$ cat src/rtl/xd_multi.sv
// xd_multi: multi-channel synchroniser with a per-channel stability filter
// and a one-cycle event pulse on the selected edge type.
module xd_multi #(
    parameter int CH     = 4,
    parameter int STAGES = 2,
    parameter int FILTER = 0,
    parameter int MODE   = 2
) (
    input  logic          clk_i,
    input  logic          rst_i,
    input  logic [CH-1:0] i,
    output logic [CH-1:0] lvl,
    output logic [CH-1:0] o,
    output logic          any
);

    // Counter must hold 0..FILTER; keep at least one bit when FILTER is 0.
    localparam int CW = (FILTER > 0) ? $clog2(FILTER + 1) : 1;
    localparam logic [CW-1:0] CNT_MAX = CW'(FILTER);

    generate
        if (STAGES < 2) begin : g_bad_stages
            $error("xd_multi: STAGES must be at least 2");
        end
        if (MODE < 0 || MODE > 2) begin : g_bad_mode
            $error("xd_multi: MODE must be 0, 1 or 2");
        end
        if (CH < 1) begin : g_bad_ch
            $error("xd_multi: CH must be at least 1");
        end
        if (FILTER < 0) begin : g_bad_filter
            $error("xd_multi: FILTER must not be negative");
        end
    endgenerate

    (* ASYNC_REG = "TRUE" *) logic [CH-1:0] sync_q [STAGES];

    logic [CH-1:0]         sync_s;
    logic [CH-1:0][CW-1:0] cnt_q;
    logic [CH-1:0][CW-1:0] cnt_d;
    logic [CH-1:0]         lvl_d;
    logic [CH-1:0]         o_d;

    assign sync_s = sync_q[STAGES-1];

    // Pulse value for a newly accepted level, according to the edge selection.
    function automatic logic edge_pulse(input logic s_new);
        logic p;
        case (MODE)
            0:       p = s_new;
            1:       p = ~s_new;
            default: p = 1'b1;
        endcase
        return p;
    endfunction

    // Synchroniser chain: first stage samples the raw inputs, later stages shift.
    always_ff @(posedge clk_i or posedge rst_i) begin
        if (rst_i) begin
            for (int k = 0; k < STAGES; k++) sync_q[k] <= '0;
        end else begin
            sync_q[0] <= i;
            for (int k = 1; k < STAGES; k++) sync_q[k] <= sync_q[k-1];
        end
    end

    // Stability filter next state: a differing value must persist FILTER extra
    // cycles; any return to the accepted level drops the count back to zero.
    always_comb begin
        lvl_d = lvl;
        o_d   = '0;
        cnt_d = '0;
        for (int c = 0; c < CH; c++) begin
            if (sync_s[c] != lvl[c]) begin
                if (cnt_q[c] == CNT_MAX) begin
                    lvl_d[c] = sync_s[c];
                    o_d[c]   = edge_pulse(sync_s[c]);
                end else begin
                    cnt_d[c] = cnt_q[c] + CW'(1);
                end
            end
        end
    end

    // Accepted level, filter count and registered pulse outputs.
    always_ff @(posedge clk_i or posedge rst_i) begin
        if (rst_i) begin
            lvl   <= '0;
            o     <= '0;
            any   <= 1'b0;
            cnt_q <= '0;
        end else begin
            lvl   <= lvl_d;
            o     <= o_d;
            any   <= |o_d;
            cnt_q <= cnt_d;
        end
    end

endmodule

$ cat config.mk
export PLATFORM = sky130hd
export DESIGN_NAME = xd_multi
export DESIGN_NICKNAME = d
export VERILOG_FILES = /design/src/rtl/xd_multi.sv
export SDC_FILE = /design/constraint.sdc
export NUM_CORES = 1
export LEC_CHECK = 0
export ABC_AREA = 1
export ABC_CLOCK_PERIOD_IN_PS = 2000
export CORE_AREA = 2 2 39 41
export CTS_CLUSTER_SIZE = 8
export DETAILED_ROUTE_END_ITERATION = 10
export DIE_AREA = 0 0 41 43
export MAX_ROUTING_LAYER = met4
export PLACE_DENSITY = 0.69
export SYNTH_ARGS = -nofsm -noshare
export SYNTH_HDL_FRONTEND = slang
export SYNTH_SLANG_ARGS = --single-unit
$ cat constraint.sdc
create_clock -name clk_i -period 2 [get_ports clk_i]
set_input_delay 0.4 -clock clk_i [delete_from_list [all_inputs] [get_ports clk_i]]
set_output_delay 0.4 -clock clk_i [all_outputs]
set_load 0.02 [all_outputs]
==> metrics.cfg, run 1 <==
[synth]
yosysTopAreaCellShare = 0.7925
yosys-top-cells-count = dfrtp_1, inv_1, nand2_1, clkbuf_1
synth-xor-area-share = 0
synth_compound_area_frac = 0
synth.most_common_cell = dfrtp_1
seq_area_frac_synth = 0.7925
synth_warnings = 0
synth_top_family_by_area = simple AND/OR/NAND/NOR gates
synth_area_leaders = dfrtp_1, inv_1, nand2_1
synth_nets = 50
synth_simple_gate_area_frac = 0.1235
synth_mux_area_frac = 0
netlist_area_sq_um = 536.8
yosys_register_bits = 17
synth_area_per_cell_sq_um = 12.20
synth_edf_count = 0
syn-instance-count = 44
synth_top_area_cell = dfrtp_1
synthAdderAreaFrac = 0
synth_ff_type = dfrtp_1
async_reset_ff_frac = 1.000
synth.distinct_cells = 7

[layout]
regArea_sq_um = 425.4
drive_gt1_frac = 0.1207
diodes = 0
nFillCells = 126
fin_nets = 65
multi_input_area_sq_um = 66.31
area_delta_synth_final_pct = 31.93

[cts]
tritoncts = yes
clock-root-buffer = clkbuf_4
htreeDepth = 1
post-cts-setup-buffers = 0
numCtsBuffers = 3
cts_sinks = 17
cts_resized = 0
cts_max_path_buffers = 2
clk_latency_ps = 280
cts.clk_slew.worst_paths_ps = 90
holdBufCountCts = 0

[timing]
fin_hold_ws_ps = 354.3
setup_violations = 0
worstMarginPinSlew_ps = 599.8
hold_viol_final = 0
clock.fmax_mhz = 597.9
setup_tns_ps = 0
skew_ps = 1.811
rsz0062_at_grt = false
max_slew_margin = 0.5997
slew_viol_final = 0
period_share = 0.8362
period_minus_slack_ps = 1672

[drt]
drt_iter0_drc = 2
drtPass1Iterations = 2
route.detailed.drc = 0
drt_wl_total_um = 639
wl_per_cell_um = 8.635
vias = 289
via_per_inst = 3.905
drt.antenna.violating_nets = 0

[place]
io_buffers = 14
hpwl_um = 480.8
globalplace.congestion = 0.5805

[grt]
grt_pass1_vias = 247
grt_max_degree = 18
grt_usage = 0.09746
grt_overflow = 0
grt_pass1_wl_um = 1007
antenna_found_initial = 0

[setup_path]
critical_path_required_ps = 1600
criticalPathCategory = register to primary output
slowest_stage = clkdlybuf4s50_1
crit_family = buffers and inverters
crit_path_start_kind = register
crit_chain = clkdlybuf4s50_1
critPathArrivalTime_ps = 1270
cp.buffers_inverters = 1
regToRegSetupSlack_ps = 1150
setup.worst_path.end_class = primary output
max_stage_delay_ps = 610
critPathMaxFanout = 3

[power_and_ir_drop]
vdd_drop_max_mv = 0.3954
power.density_nw_per_um2 = 861.8
leakagePower_nw = 0.3490

[floorplanning]
die-area_sq_um = 1763
die_x_um = 41
rows = 14
floorplan.initialDensity = 0.3879
coreArea_sq_um = 1384
die_h_um = 43
ios = 15

[run_status]
status = completed

[job]
maxCapViolations = 0

[min_path]
hold_class = register to register

[power by group]
part	switching [W]	internal, W
combinational	0.0000344	0.0000329
sequential	0.00000823	0.000363
clock	0.0000948	0.0000773
[state kept, by name (all words and copies together) (netlist names)]
name / cells
o: 4
sync_s: 4
lvl: 4
sync_q: 4
any: 1
[routing by layer]
| metal | part of all wire | up-vias | routed length [um] | GRT usage |
|---|---|---|---|---|
| met4 | 0.011 | 0 | 7 | 0.1000 |
| met2 | 0.50 | 13 | 317 | 0.1156 |
| met1 | 0.40 | 125 | 258 | 0.1201 |
| met3 | 0.086 | 2 | 55 | 0.03141 |
| met5 | 0 | - | 0 | - |
| li1 | - | 149 | - | - |
[kinds of logic after synthesis]
logic type | Yosys count
buffers and inverters | 12
and+or+nand+nor | 15
DFF | 17
[stage by stage]
| step | instance area, sq um | utilization | cells | power, W | setup WS [ps] |
|---|---|---|---|---|---|
| 2_1_floorplan | 536.8 | - | 44 | 0.0004123 | 1121 |
| 3_3_place_gp | 681.9 | 0.4928 | 70 | 0.0004437 | 642.8 |
| 3_5_place_dp | 681.9 | 0.4928 | 70 | 0.0004473 | 635.2 |
| 4_1_cts | 708.2 | 0.5118 | 74 | 0.0006259 | 310.9 |
| 5_1_grt | 708.2 | 0.5118 | 74 | 0.0006441 | 278.2 |
| 6_report | 708.2 | 0.5118 | 74 | 0.0006103 | 327.6 |
[path summary, 6_finish.rpt]
kind / end / cells past startpoint / from
worst min register to register: sync_s[2] / 0 / sync_q[6]
worst min-delay path: sync_s[2] / 0 / sync_q[6]
max in group asynchronous: o[3] / 2 / rst_i
min in group asynchronous: sync_s[1] / 2 / rst_i
worst max register to register: any / 5 / lvl[0]
worst max-delay path: lvl[0] / 1 / lvl[0]
[cell usage in the layout (no fill, tap or decap)]
cell	instances
nor2_2	1
clkbuf_4	3
clkbuf_1	1
dfrtp_1	17
inv_1	8
nand2_1	8
nand2_2	3
nor2_1	3
clkdlybuf4s50_1	14
[final cells by class]
| cell class | instances | area share |
|---|---|---|
| clock buffer | 4 | 0.03710 |
| inverter | 8 | 0.04240 |
| multi-input combinational | 15 | 0.09364 |
| sequential | 17 | 0.6007 |
| tap | 16 | 0.02827 |
| timing repair buffer | 14 | 0.1979 |
Note: power is estimated with default switching activity, not from simulation.
==> run 2, diff against run 1 <==
--- a/config.mk
+++ b/config.mk
@@ -6,7 +6,7 @@
 export NUM_CORES = 1
 export LEC_CHECK = 0
 export ABC_AREA = 1
-export ABC_CLOCK_PERIOD_IN_PS = 2000
+export ABC_CLOCK_PERIOD_IN_PS = 1600
 export CORE_AREA = 2 2 39 41
 export CTS_CLUSTER_SIZE = 8
 export DETAILED_ROUTE_END_ITERATION = 10
==> constraint.sdc (replaced) <==
create_clock -name clk_i -period 1.6 [get_ports clk_i]
set_input_delay 0.32 -clock clk_i [delete_from_list [all_inputs] [get_ports clk_i]]
set_output_delay 0.32 -clock clk_i [all_outputs]
set_load 0.02 [all_outputs]
==> metrics.cfg, run 2 (same netlist as run 1, synthesis figures left out) <==
[timing]
clock.fmax_mhz = 651.6
rsz0062_at_grt = false
max_slew_margin = 0.5960  ; -0.003673
period_share = 0.9592
slew_viol_final = 0  ; unchanged
hold_viol_final = 0  ; unchanged
setup_tns_ps = 0  ; unchanged
period_minus_slack_ps = 1535
worstMarginPinSlew_ps = 605.3  ; +5.503 ps
skew_ps = 0.7597  ; -1.051 ps
fin_hold_ws_ps = 354.8  ; +0.4550 ps
setup_violations = 0  ; unchanged

[setup_path]
critPathMaxFanout = 1  ; -2
cp_num_cells = 1  ; unchanged
crit_chain = clkdlybuf4s50_1
criticalPathCategory = register to primary output
ff2ff_path_depth = 4  ; -1
setup.worst_path.end_class = primary output
max_stage_delay_ps = 600  ; about the same
cp.buffers_inverters = 1  ; unchanged
reg2reg_to = any
worstSetupEndpoint = o[1]
slowest_stage = clkdlybuf4s50_1
critical_path_required_ps = 1280  ; -320 ps
regToRegSetupSlack_ps = 790  ; -360 ps
critPathArrivalTime_ps = 1210  ; -60 ps
crit_family = buffers and inverters
critical_path.startpoint = o[1]
crit_path_start_kind = register
timing.rr.start = lvl[2]

[grt]
grt_usage = 0.1007  ; +0.003285
grt_max_degree = 18  ; unchanged
grt_pass1_vias = 264  ; +6.9%
antenna_found_initial = 0  ; unchanged
grt_pass1_wl_um = 1069  ; +6.2%
grt_overflow = 0  ; unchanged

[floorplanning]
die-area_sq_um = 1763  ; unchanged
floorplan.initialDensity = 0.3879  ; unchanged
die_h_um = 43  ; unchanged
coreArea_sq_um = 1384  ; unchanged
die_x_um = 41  ; unchanged
ios = 15  ; unchanged
rows = 14  ; unchanged

[drt]
route.detailed.drc = 0  ; unchanged
via_per_inst = 4.041  ; +3.5%
drt_iter0_drc = 4  ; +2
vias = 299  ; +3.5%
drt_wl_total_um = 656  ; +2.7%
drtPass1Iterations = 2  ; unchanged
wl_per_cell_um = 8.865  ; +2.7%
drt.antenna.violating_nets = 0  ; unchanged

[cts]
holdBufCountCts = 0  ; unchanged
htreeDepth = 1  ; unchanged
cts_sinks = 17  ; unchanged
cts_max_path_buffers = 2  ; unchanged
tritoncts = yes
clock-root-buffer = clkbuf_4
cts.clk_slew.worst_paths_ps = 90  ; about the same
clk_latency_ps = 280  ; about the same
numCtsBuffers = 3  ; unchanged

[layout]
drive_gt1_frac = 0.1207  ; unchanged
finalNonFillerCells = 74  ; unchanged
fin_nets = 65  ; unchanged
area_delta_synth_final_pct = 31.70
finish.utilization = 0.5109  ; -0.0009040
regArea_sq_um = 425.4  ; unchanged
final_common_cell = dfrtp_1
multi_input_area_sq_um = 66.31  ; unchanged
nFillCells = 129  ; +2.4%
diodes = 0  ; unchanged
final_cell_mix = dfrtp_1, clkdlybuf4s50_1, inv_1, nand2_1

[min_path]
hold_depth = 0  ; unchanged
hold_class = register to register

[job]
maxCapViolations = 0  ; unchanged

[place]
hpwl_um = 478  ; -0.58%
dp_cells = 70  ; unchanged
globalplace.congestion = 0.5806  ; about the same
io_buffers = 14  ; unchanged

[run_status]
status = completed

[power_and_ir_drop]
power.density_nw_per_um2 = 1077  ; +25%
leakagePower_nw = 0.3622  ; +3.8%
vdd_drop_max_mv = 0.4947  ; +25%
report.power.total_w = 0.0007613  ; +25%

==> run 2: cell type report <==
| type | instances | area share |
|---|---|---|
| Inverter | 8 | 0.04248 |
| Sequential cell | 17 | 0.6018 |
| Clock buffer | 4 | 0.03717 |
| Multi-Input combinational cell | 15 | 0.09381 |
| Timing Repair Buffer | 14 | 0.1965 |
| Tap cell | 16 | 0.02832 |
==> run 2: timing repair <==
| item | in CTS | in global routing |
|---|---|---|
| buffers inserted | 0 | 0 |
| endpoints found under the setup margin | 3 | 1 |
| gates resized for setup | 3 | 1 |
==> run 2: where the power goes <==
part	switching, W	total, W	internal [W]
registers	0.0000103	0.000464	0.000453
logic	0.0000427	0.0000808	0.0000381
clock network	0.000120	0.000217	0.0000967
==> run 2: worst register-to-register path, cell delays in order, from the launching register on <==
cell and delay, ps:
dfrtp_1 400, nor2_1 130, nor2_2 60, nor2_1 80
nand2_1 50
==> run 2: per-stage QoR <==
step / worst slack [ps] / area (sq um)
after floorplan: 720.5 / 536.8
after global placement: 322.7 / 681.9
after detailed placement: 315.6 / 681.9
after CTS: 3.253 / 704.4
after global routing: 12.07 / 706.9
final: 65.35 / 706.9
==> run 2: worst min-delay path by stage <==
stage | slack (ps) | start | to
after CTS | 360 | sync_q[4] | sync_s[0]
final | 350 | sync_q[4] | sync_s[0]
after global routing | 370 | sync_q[6] | sync_s[2]
after detailed placement | 330 | sync_q[4] | sync_s[0]
after global placement | 330 | sync_q[5] | sync_s[1]
after floorplan | 250 | rst_i | any
==> run 2: layer usage <==
layer / track usage / vias to the layer above / wire (um)
li1: - / 148 / -
met1: 0.1312 / 136 / 287
met2: 0.1156 / 13 / 315
met3: 0.03141 / 2 / 46
met4: 0.1000 / 0 / 7
met5: - / - / 0
